$ cat src/rtl/multi_edge_detector.sv
// Multi-channel gate edge detector: per-channel synchroniser, run-length filter,
// registered rising/falling pulses, mask-qualified events and saturating counters.
module multi_edge_detector #(
  parameter int unsigned N_CH        = 4,
  parameter int unsigned SYNC_STAGES = 3,
  parameter int unsigned FILTER_LEN  = 1,
  parameter int unsigned CNT_W       = 16,
  parameter logic        INIT_LEVEL  = 1'b0
) (
  input  logic                    clk,
  input  logic                    reset,
  input  logic [N_CH-1:0]         gate,
  input  logic [N_CH-1:0]         ch_enable,
  input  logic [N_CH-1:0]         rise_mask,
  input  logic [N_CH-1:0]         fall_mask,
  input  logic [N_CH-1:0]         cnt_clear,
  output logic [N_CH-1:0]         level,
  output logic [N_CH-1:0]         rising_edge,
  output logic [N_CH-1:0]         falling_edge,
  // 'event' is a reserved word in SystemVerilog
  output logic [N_CH-1:0]         event_out,
  output logic                    any_event,
  output logic [N_CH*CNT_W-1:0]   event_count,
  output logic [N_CH-1:0]         count_sat
);

  localparam int unsigned         FCNT_W    = $clog2(FILTER_LEN + 1);
  localparam logic [FCNT_W-1:0]   FCNT_LAST = FCNT_W'(FILTER_LEN - 1);

  logic [N_CH-1:0]   sync_q [SYNC_STAGES];
  logic [N_CH-1:0]   sync_d [SYNC_STAGES];
  logic [N_CH-1:0]   level_q, level_d;
  logic [FCNT_W-1:0] fcnt_q [N_CH];
  logic [FCNT_W-1:0] fcnt_d [N_CH];
  logic [N_CH-1:0]   rise_q, rise_d;
  logic [N_CH-1:0]   fall_q, fall_d;
  logic [CNT_W-1:0]  cnt_q [N_CH];
  logic [CNT_W-1:0]  cnt_d [N_CH];
  logic [N_CH-1:0]   sat_q, sat_d;
  logic [N_CH-1:0]   ev;

  always_comb begin
    sync_d[0] = gate;
    for (int unsigned s = 1; s < SYNC_STAGES; s++) begin
      sync_d[s] = sync_q[s-1];
    end
  end

  // Level toggles only after FILTER_LEN consecutive mismatching samples.
  always_comb begin
    level_d = level_q;
    for (int unsigned ch = 0; ch < N_CH; ch++) begin
      fcnt_d[ch] = '0;
      if (sync_q[SYNC_STAGES-1][ch] != level_q[ch]) begin
        if (fcnt_q[ch] == FCNT_LAST) begin
          level_d[ch] = ~level_q[ch];
        end else begin
          fcnt_d[ch] = fcnt_q[ch] + FCNT_W'(1);
        end
      end
    end
  end

  always_comb begin
    rise_d = level_d & ~level_q & ch_enable;
    fall_d = ~level_d & level_q & ch_enable;
    ev     = (rise_q & rise_mask) | (fall_q & fall_mask);
  end

  always_comb begin
    for (int unsigned ch = 0; ch < N_CH; ch++) begin
      cnt_d[ch] = cnt_q[ch];
      if (cnt_clear[ch]) begin
        cnt_d[ch] = '0;
      end else if (ev[ch] && (cnt_q[ch] != '1)) begin
        cnt_d[ch] = cnt_q[ch] + CNT_W'(1);
      end
      sat_d[ch] = (cnt_d[ch] == '1);
    end
  end

  always_ff @(posedge clk) begin
    if (reset) begin
      for (int unsigned s = 0; s < SYNC_STAGES; s++) begin
        sync_q[s] <= {N_CH{INIT_LEVEL}};
      end
      level_q <= {N_CH{INIT_LEVEL}};
      for (int unsigned ch = 0; ch < N_CH; ch++) begin
        fcnt_q[ch] <= '0;
        cnt_q[ch]  <= '0;
      end
      rise_q <= '0;
      fall_q <= '0;
      sat_q  <= '0;
    end else begin
      for (int unsigned s = 0; s < SYNC_STAGES; s++) begin
        sync_q[s] <= sync_d[s];
      end
      level_q <= level_d;
      for (int unsigned ch = 0; ch < N_CH; ch++) begin
        fcnt_q[ch] <= fcnt_d[ch];
        cnt_q[ch]  <= cnt_d[ch];
      end
      rise_q <= rise_d;
      fall_q <= fall_d;
      sat_q  <= sat_d;
    end
  end

  always_comb begin
    level        = level_q;
    rising_edge  = rise_q;
    falling_edge = fall_q;
    event_out    = ev;
    any_event    = |ev;
    count_sat    = sat_q;
    event_count  = '0;
    for (int unsigned ch = 0; ch < N_CH; ch++) begin
      event_count[ch*CNT_W +: CNT_W] = cnt_q[ch];
    end
  end

endmodule

$ cat config.mk
export PLATFORM = sky130hd
export DESIGN_NAME = multi_edge_detector
export DESIGN_NICKNAME = d
export VERILOG_FILES = /design/src/rtl/multi_edge_detector.sv
export SDC_FILE = /design/constraint.sdc
export NUM_CORES = 1
export LEC_CHECK = 0
export CAP_MARGIN = 40
export CORE_ASPECT_RATIO = 1.5
export CORE_MARGIN = 3
export CORE_UTILIZATION = 35
export CTS_CLUSTER_SIZE = 40
export DETAILED_ROUTE_END_ITERATION = 12
export GPL_ROUTABILITY_DRIVEN = 0
export REMOVE_ABC_BUFFERS = 1
export SYNTH_ARGS = -nofsm -noshare
export SYNTH_HDL_FRONTEND = slang
export SYNTH_SLANG_ARGS = --single-unit
export TNS_END_PERCENT = 10
$ cat constraint.sdc
create_clock -name clk -period 3.5 [get_ports clk]
set_clock_uncertainty 0.15 [all_clocks]
set_input_delay 0.525 -clock clk [delete_from_list [all_inputs] [get_ports clk]]
set_output_delay 0.525 -clock clk [all_outputs]
set_load 0.01 [all_outputs]
### After elaboration in Yosys (flattened, before gate mapping)

Memories as Yosys holds them, arrays and structs flattened.
Cells that the tools add are included.

* register bits: 16
* RAM bits: 80
* input port bits: 22
* output and inout port bits: 85
* logic and storage cells: 94
* memories kept: 3

Memories
* cnt_q: depth 4, width 16, read ports 4, clocked after memory_dff 0, wr ports 4, RTL line 37 `logic [CNT_W-1:0] cnt_q [N_CH];`
* sync_q: depth 3, width 4, read ports 3, clocked after memory_dff 0, wr ports 3, RTL line 30 `logic [N_CH-1:0] sync_q [SYNC_STAGES];`
* fcnt_q: depth 4, width 1, read ports 4, clocked after memory_dff 0, wr ports 4, RTL line 33 `logic [FCNT_W-1:0] fcnt_q [N_CH];`

* $add $sub $neg: 8
* equality and inequality tests: 12
* multiplexer cells: 38
* bitwise gates (word level): 24
* reduce and logical (&&, ||, !) cells: 5

Operator list (count)
* 16-bit 2-to-1 mux: 12
* 16-bit by 1-bit adder with 16-bit output (second input constant): 4
* 16-bit == test (second input constant): 4
* 16-bit inequality test (second input constant): 4
* 4-bit AND: 6
* 1-bit 2-to-1 mux: 23
* 4-bit 2-to-1 mux: 3
* 1-bit OR: 11
* 4-bit NOT: 2
* 1-bit adder (second input constant): 4
* 1-bit logical AND: 4
* 1-bit inequality test: 4
* 1-bit NOT: 4
* 4-bit OR: 1
* 4-bit OR reduction: 1

### Longest topological paths before layout

Gate-level depths: netlist of run 1.

* word-level depth: 6
* depth in mapped cells: 9

### Least setup slack after synthesis of run 1

OpenSTA, ideal clock, no wires.

* path kind: reg-to-reg
* start point: mem cnt_q[3][1]
* end point: reg sat_q[3] (netlist: count_sat[3])
* data arrival time: 2.483 ns
* slack: 0.775 ns
* cell stages (with the launch flop): 8
* buffers on the path: 0
* clock period less this slack: 2.725 ns
* cell sequence: dfxtp_1 -> ha_1 -> nand4_2 -> o41ai_2 -> nor3_1 -> xnor2_1 -> or4b_1 -> nor4_1

RTL lines
* start, declared: RTL line 37
* end signal, assigned: RTL line 106 `sat_q <= sat_d;`
* end, declared: RTL line 39 `logic [N_CH-1:0] sat_q, sat_d;`

==> metrics, run 1 <==
Worst Setup End Kind flip-flop; Via Count 4,194; Initial Utilization 36.23%; vias per cell 5.295; core box area 0.01264 mm2; Die ar. 0.01452 mm2; Ports 107; Synth top cells by count 92 x dfxtp_1, 68 x nor2_1, 36 x nand2_1, 35 x nand3_1, 28 x xor2_1; Rows 50; setup ws final 386.8 ps; Mapped Area 0.004578 mm2; Fmax between 300 and 400 MHz; Reg clk slew, reported paths roughly 60 ps; crit path launch type flip-flop; largest net degree at the start of global routing 16; crit path max-delay cell type o41ai_2; synth unique cells 65; Critical Path RT 3590 ps; top-count cell post-synth dfxtp_1; crit path cell chain ha_1, nand4_2, o41ai_2, nor3_1, xnor2_1, or4b_1, nor4_1; Synth top area share 40.23%; synth top area cells dfxtp_1 40%, nor2_1 5.6%, xor2_1 5.4%; filler cell count in the final layout 1,231; die height 146.1 um; crit path max fanout 10; status finished clean; worst-skew pair later-pin latency 340 ps; Setup Total Neg Slack 0 ps; nets@finish 666; pre-CTS setup slack 401.6 ps; RSZ-0062 raised after global routing false; CTS tree yes; CTS Hold Bufs 0; Ys Warns 0; share of cells above drive strength 1 6.289%; Synth area leader dfxtp_1; max incr delay on CP 870 ps; Clock power frac 43.1%; Slew @ Worst Pin roughly 870 ps; Port Buffer Count 106; antenna cells 0; area growth from synthesis to layout 32.99%; Combinational Power Share a little over a tenth; CTS resizes 0; syn_area_per_cell 8.606 um2; CTS Buffer Depth 2; DP HPWL roughly 8.6 mm; switching share of power 23.55%; Main synth FF type dfxtp_1; CP bufs+invs 0; fin crit share 88.95%; peak supply drop ~0.29 mV; DRC 0; CP Class reg2reg; final setup fails 0; Final Slew Violations 0; Int Pwr 1841 uW; max-cap violations 0; Root Driver clkbuf_16; Die X 99.38 um; asr flop ratio synth 0%; crit path time final 3113 ps; Cell Pwr Density 395.6 mW/mm2; Hold Violations, Final 0; Worst path top cell family by delay simple AND/OR/NAND/NOR gates; Worst slew margin 41.43%; Detailed Route WL 11.59 mm; Leak ~0.002 uW; total overflow reported by the global router 0; setup bufs post-CTS 0; vias in the first global route approximately 4,100; Hold Crit Class reg2reg; worst path arrival time 3200 ps; TritonRoute pass-1 iters 4; Seq pwr share 46.4%; Syn Inst Count 532; Yosys reg bits 92; Sw Pwr 567.1 uW; total track usage 15.98%; register area share after synthesis 40.23%; routed length per instance 14.64 um; CTS sink count 92; CTS Buf Count 9; initial antenna violation count 0; Iteration-0 DRC Markers 151; global-route wire length before repair 19.20 mm; number of flops mapped to enable cells by yosys 0; CTS H-Tree Depth 3; Post-DRT Antenna Nets 0
## metal layers
metal,up-vias,track usage [%],part of all wire (%)
met5,-,0,0
met3,21,3.394,5.8
li1,2086,-,-
met2,127,27.76,49
met1,1960,18.77,43
met4,0,6.767,2.3
## stage by stage
step	util, %	instances	instance area [um2]	hold slack [ps]	power [uW]
floorplan	-	511	4488	263.8	1260
global placement	45.69	777	5774	268.8	1392
detailed placement	45.69	777	5774	274.7	1401
CTS	48.18	792	6088	289.9	2447
global route	48.18	792	6088	303.0	2511
finish	48.18	792	6088	285.0	2408
## power groups by stage
stage	registers, uW	clock network [uW]	logic [uW]
3_5_place_dp	1140	0	260
6_report	1120	1040	255
4_1_cts	1120	1070	261
5_1_grt	1120	1100	284
2_1_floorplan	1150	0	111
3_3_place_gp	1140	0	254
## sequential cells by signal (all words and copies together) (netlist names)
register      count
cnt_q            64
sync_q           12
rising_edge       4
falling_edge      4
count_sat         4
level             4
## placed cells by master (no fill, tap or decap), types with 9 or more instances in the layout
master           Yosys  final
clkdlybuf4s50_1      0    106
dfxtp_1             92     92
nor2_1              68     68
nand2_1             36     36
nand3_1             35     35
xor2_1              28     28
xnor2_1             26     26
nor3_1              20     20
inv_1               19     19
nand4_1             17     17
nor2b_1             17     17
a21oi_1             13     13
ha_1                12     12
clkbuf_16            0      9
## layout make-up
cell class	count	area, um2	area share [%]
repair buffers	110	1091	17.92
multi-input cells	400	2575	42.29
clock buffers	9	225.2	3.699
well taps	156	195.2	3.206
inverters	19	71.32	1.171
clock inverters	6	88.84	1.459
flip-flops and latches	92	1842	30.25
## worst register-to-register path, delay by kind of cell, from the launching register on
kind,cells,cell delay (ps)
xor gates and xnor gates,1,190
AOI/OAI and AO/OA,1,870
and+or+nand+nor,4,1100
adders and majority gates,1,290
DFF,1,400
## logic make-up after synthesis
kind of cell / share of synthesized area (%)
simple gates: 32.52
flops: 40.23
compound gates: 9.238
xor+xnor: 10.33
buf+inv: 3.525
fa+ha+maj: 3.279
mux: 0.8746
## path summary, 6_finish.rpt
kind                startpoint           end  slack, ps  cells past startpoint
setup / recovery   cnt_q[3][1]  count_sat[3]        390                      7
hold / removal    sync_q[0][1]  sync_q[0][5]        290                      1
setup reg to reg   cnt_q[3][1]  count_sat[3]        390                      7
hold reg to reg   sync_q[0][1]  sync_q[0][5]        290                      1
No activity file was read; power rests on OpenSTA's default activity.
==> run 2, diff against run 1 <==
- CELL_PAD_IN_SITES_DETAIL_PLACEMENT: default -> 1
- CELL_PAD_IN_SITES_GLOBAL_PLACEMENT: default -> 2
- CORE_UTILIZATION: 35 -> 29
- MAX_ROUTING_LAYER: default -> met4
- PLACE_DENSITY_LB_ADDON: default -> 0.1
==> run 2 against run 1 <==
  * Sequential share of layout area down 0.56 points
  * Count of clock-buffer cells in the layout up 4
  * Critical path depth unchanged
  * Core utilization down 7.6 points
  * Non-clock buffer count up 5
  * Register-to-register slack worse by 40 ps
  * Flip-flop and latch count unchanged
==> metrics, run 2 (synthesis results as in run 1) <==
Ports roughly 110; CTS resizes 0; max-cap violations 0; Fmax 317.0 MHz; CTS Buf Count 9; Die X 108.6 um; CTS H-Tree Depth 3; RSZ-0062 raised after global routing false; Via Count 4,219; Post-DRT Antenna Nets 0; pre-CTS setup slack 368.3 ps; initial antenna violation count 0; vias per cell 5.017; most frequent cells in the layout 106 x clkdlybuf4s50_1, 92 x dfxtp_1, 68 x nor2_1; Initial Utilization 29.97%; TritonRoute pass-1 iters 4; Slew @ Worst Pin ~920 ps; Die ar. 0.01736 mm2; Hold Path End sync_q[0][6]; CTS tree yes; R2R cell count 7; Worst Setup End Kind flip-flop; max reg flops 64; Final Slew Violations 0; Core Util, Final 40.61%; final setup fails 0; R2R Path End count_sat[3]; setup ws final between 300 and 400 ps; largest net degree at the start of global routing 16; DRC 0; vias in the first global route 4,409; WHS 284.9 ps; Reg clk slew, reported paths 60 ps; CTS Hold Bufs 0; top flop regs cnt_q x64, sync_q x12; antenna cells 0; Critical Path RT 3580 ps; die height ~160 um; CTS sink count 92; Hold Crit Depth 1; fin crit share roughly nine tenths; Setup Total Neg Slack 0 ps; setup bufs post-CTS 0; core box area 0.01528 mm2; nets@finish approximately 670; worst reg2reg path startpoint cnt_q[3][1]; worst path arrival time around 3200 ps; worst-skew pair later-pin latency 330 ps; crit path launch type flip-flop; share of cells above drive strength 1 around 7%; DP HPWL 10.65 mm; total overflow reported by the global router 0; global-route wire length before repair 22.65 mm; Hold Violations, Final 0; Final Non-Filler Cells approximately 840; commonest non-fill, non-tap cell in the layout clkdlybuf4s50_1; CP Class reg2reg; R2R Setup Slk 350 ps; Worst slew margin 37.77%; area growth from synthesis to layout 35.50%; peak supply drop between 0.15 and 0.2 mV; Root Driver clkbuf_16; Port Buffer Count 106; Reg with most FFs cnt_q; crit path time final 3154 ps; Cell Pwr Density 396.8 mW/mm2; Rows 55; routed length per instance between 15 and 20 um; placed insts 825; CTS Buffer Depth 2; Hold Path Origin sync_q[0][2]; status finished clean; total track usage 16.57%; Hold Crit Class reg2reg; Detailed Route WL 13.64 mm; crit path max fanout 10; Leak 0.002082 uW; Iteration-0 DRC Markers 112
## run 2: critical path: stages, from the launching register on
cell and delay [ps]:
dfxtp_1 390, ha_1 300, nand4_2 220, o41ai_2 920, nor3_1 140, xnor2_1 180, or4b_1 500, nor4_1 260
## run 2: how the worst max path moves through the flow
| stage | depth (start not counted) | slack, ps | endpoint | from |
|---|---|---|---|---|
| 2_1_floorplan | 7 | 780 | count_sat[3] | cnt_q[3][1] |
| 3_3_place_gp | 4 | 490 | event_out[2] | rise_mask[2] |
| 3_5_place_dp | 7 | 370 | count_sat[3] | cnt_q[3][1] |
| 4_1_cts | 7 | 360 | count_sat[3] | cnt_q[3][1] |
| 5_1_grt | 7 | 10 | count_sat[3] | cnt_q[3][1] |
| 6_report | 7 | 350 | count_sat[3] | cnt_q[3][1] |
## run 2: area by class of cell
class / instances / area [um2]
well taps: 199 / 249.0
multi-input cells: 400 / 2575
flip-flops and latches: 92 / 1842
inverters: 19 / 71.32
repair buffers: 115 / 1129
fillers: 1836 / 9074
clock inverters: 3 / 67.56
clock buffers: 13 / 270.3
## run 2: where the power goes
part / switching, uW / leakage [uW] / internal [uW] / total, uW
combinational: 124 / 0.00118 / 139 / 263
sequential: 35.2 / 0.000744 / 1080 / 1120
clock: 396 / 0.000162 / 685 / 1080
## run 2: routing by layer
metal  GRT usage [%]  up-vias  share of wire [%]
li1                -     2098                  -
met1           19.37     2041                 42
met2           28.95       74                 53
met3           3.073        6                3.6
met4           4.078        0               0.87
met5               -        -                  0
## run 2: stage by stage
step	area [um2]	total power (uW)
2_1_floorplan	4488	1260
3_3_place_gp	5866	1403
3_5_place_dp	5866	1413
4_1_cts	6203	2519
5_1_grt	6203	2592
6_report	6203	2462
==> run 3, diff against run 2 <==
- CORE_MARGIN: 3 -> 1.5
==> run 3 against run 2 <==
  * Critical path depth fell by 3
  * Non-clock buffer count fell by 1
  * Largest cell class unchanged
  * Critical endpoint is now any_event
  * Power is 7.6% lower
  * Final cell count increased by 0.36%
  * Critical path type is now in2out
  * Largest power group unchanged
  * Setup slack better by 68 ps
  * First-iteration DRC count shrank 6.3%
  * Global-route usage rose by 0.39 points
  * Flip-flop and latch count is the same
==> metrics, run 3 (synthesis results as in run 1) <==
status finished clean; total track usage between 10% and 20%; Leak 0.002045 uW; crit path launch type input port; Final Slew Violations 0; Via Count 4,227; top flop regs cnt_q x64, sync_q x12; Reg with most FFs cnt_q; max reg flops 64; Worst Setup End Kind output pin; worst-skew pair later-pin latency between 300 and 400 ps; CTS sink count 92; Worst path most repeated cell clkdlybuf4s50_1; Reg clk slew, reported paths 60 ps; FF/Latch Area between 0.0015 and 0.002 mm2; crit path max-delay cell type a22oi_1; CTS H-Tree Depth 3; Worst path top cell family by delay buffers and inverters; DRC 0; Initial Utilization 29.43%; CTS resizes 0; Post-DRT Antenna Nets 0; Root Driver clkbuf_16; CTS tree yes; crit path cell chain clkdlybuf4s50_1, a22oi_1, nand4_1, clkdlybuf4s50_1; routed length per instance roughly 16 um; Cell Pwr Density 371.3 mW/mm2; total overflow reported by the global router 0; CTS Buf Count 9; core box area 0.01555 mm2; antenna cells 0; Detailed Route WL 13.41 mm; placed cell areas ~0.0059 mm2; Hold Violations, Final 0; Ports 107; vias per cell 5.008; Multi-input gate area 0.002575 mm2; CP bufs+invs 2; nets@finish 670; most frequent cells in the layout 106 x clkdlybuf4s50_1, 92 x dfxtp_1, 68 x nor2_1; Final Power 2275 uW; die height between 150 and 200 um; worst path arrival time between 2000 and 2500 ps; CTS Hold Bufs 0; max-cap violations 0; Slew @ Worst Pin 901.7 ps; Rows 56; crit path time final 3086 ps; CP Class in2out; share of cells above drive strength 1 under 10%; largest net degree at the start of global routing 22; crit path max fanout 7; Hold Crit Class reg2reg; Worst slew margin 39.89%; Die X 105.6 um; RSZ-0062 raised after global routing false; initial antenna violation count 0; max incr delay on CP 730 ps; setup bufs post-CTS 0; peak supply drop 0.1673 mV; cell area after layout just over 0.006 mm2; final setup fails 0; TritonRoute pass-1 iters 4; fin crit share 88.17%; DP HPWL 10.10 mm; area growth from synthesis to layout 33.83%; global-route wire length before repair 21.71 mm; Fmax 324.1 MHz; Iteration-0 DRC Markers 105; Setup Total Neg Slack 0 ps; filler cell count in the final layout 1,873; Critical Path RT 2820 ps; CTS Buffer Depth 2; Port Buffer Count 106; commonest non-fill, non-tap cell in the layout clkdlybuf4s50_1; vias in the first global route 4,258; Die ar. 0.01657 mm2
==> run 3: cell types whose count changed in the layout (fill, tap and decap cells not counted) <==
cell,change
clkbuf_1,+3
bufinv_16,-2
clkbuf_8,-2
clkinv_2,+2
buf_4,-1
clkinvlp_4,-1
==> run 3: worst register-to-register path, cell delays in order (launching register included) <==
cell	delay [ps]
dfxtp_1	400
ha_1	300
nand4_2	240
o41ai_2	750
nor3_1	140
xnor2_1	180
or4b_1	500
nor4_1	220
==> run 3: per-layer routing <==
metal | vias to the layer above | share of wire (%) | global-route usage, %
met5 | - | 0 | -
met1 | 2034 | 43 | 18.78
met2 | 80 | 52 | 30.31
met4 | 0 | 2.1 | 6.306
li1 | 2093 | - | -
met3 | 20 | 3.1 | 3.040
==> run 3: path summary, 6_finish.rpt <==
kind	from	to	cells after the start	slack [ps]
min reg2reg	sync_q[0][2]	sync_q[0][6]	1	290
max	rise_mask[2]	any_event	4	410
max reg2reg	cnt_q[3][1]	count_sat[3]	7	530
min	sync_q[0][2]	sync_q[0][6]	1	290
==> run 3: power by group <==
group          internal [uW]  switching [uW]  total, uW
Sequential              1080            33.6       1120
Combinational            140             126        266
Clock                    500             392        892
==> run 3: through the flow <==
step	hold WS [ps]	setup WS (ps)	instances	util [%]
2_1_floorplan	263.8	775.2	511	-
3_3_place_gp	269.3	322.6	828	37.69
3_5_place_dp	278.7	307.2	828	37.69
4_1_cts	294.4	328.3	844	39.39
5_1_grt	314.3	265.0	844	39.39
6_report	286.1	414.1	844	39.39
==> run 3: final cells by class <==
cell class / count / area share (%)
Multi-Input combinational cell: 400 / 42.03
Sequential cell: 92 / 30.06
Timing Repair Buffer: 114 / 18.30
Clock buffer: 14 / 4.145
Tap cell: 203 / 4.145
Inverter: 19 / 1.164
Clock inverter: 2 / 0.1634
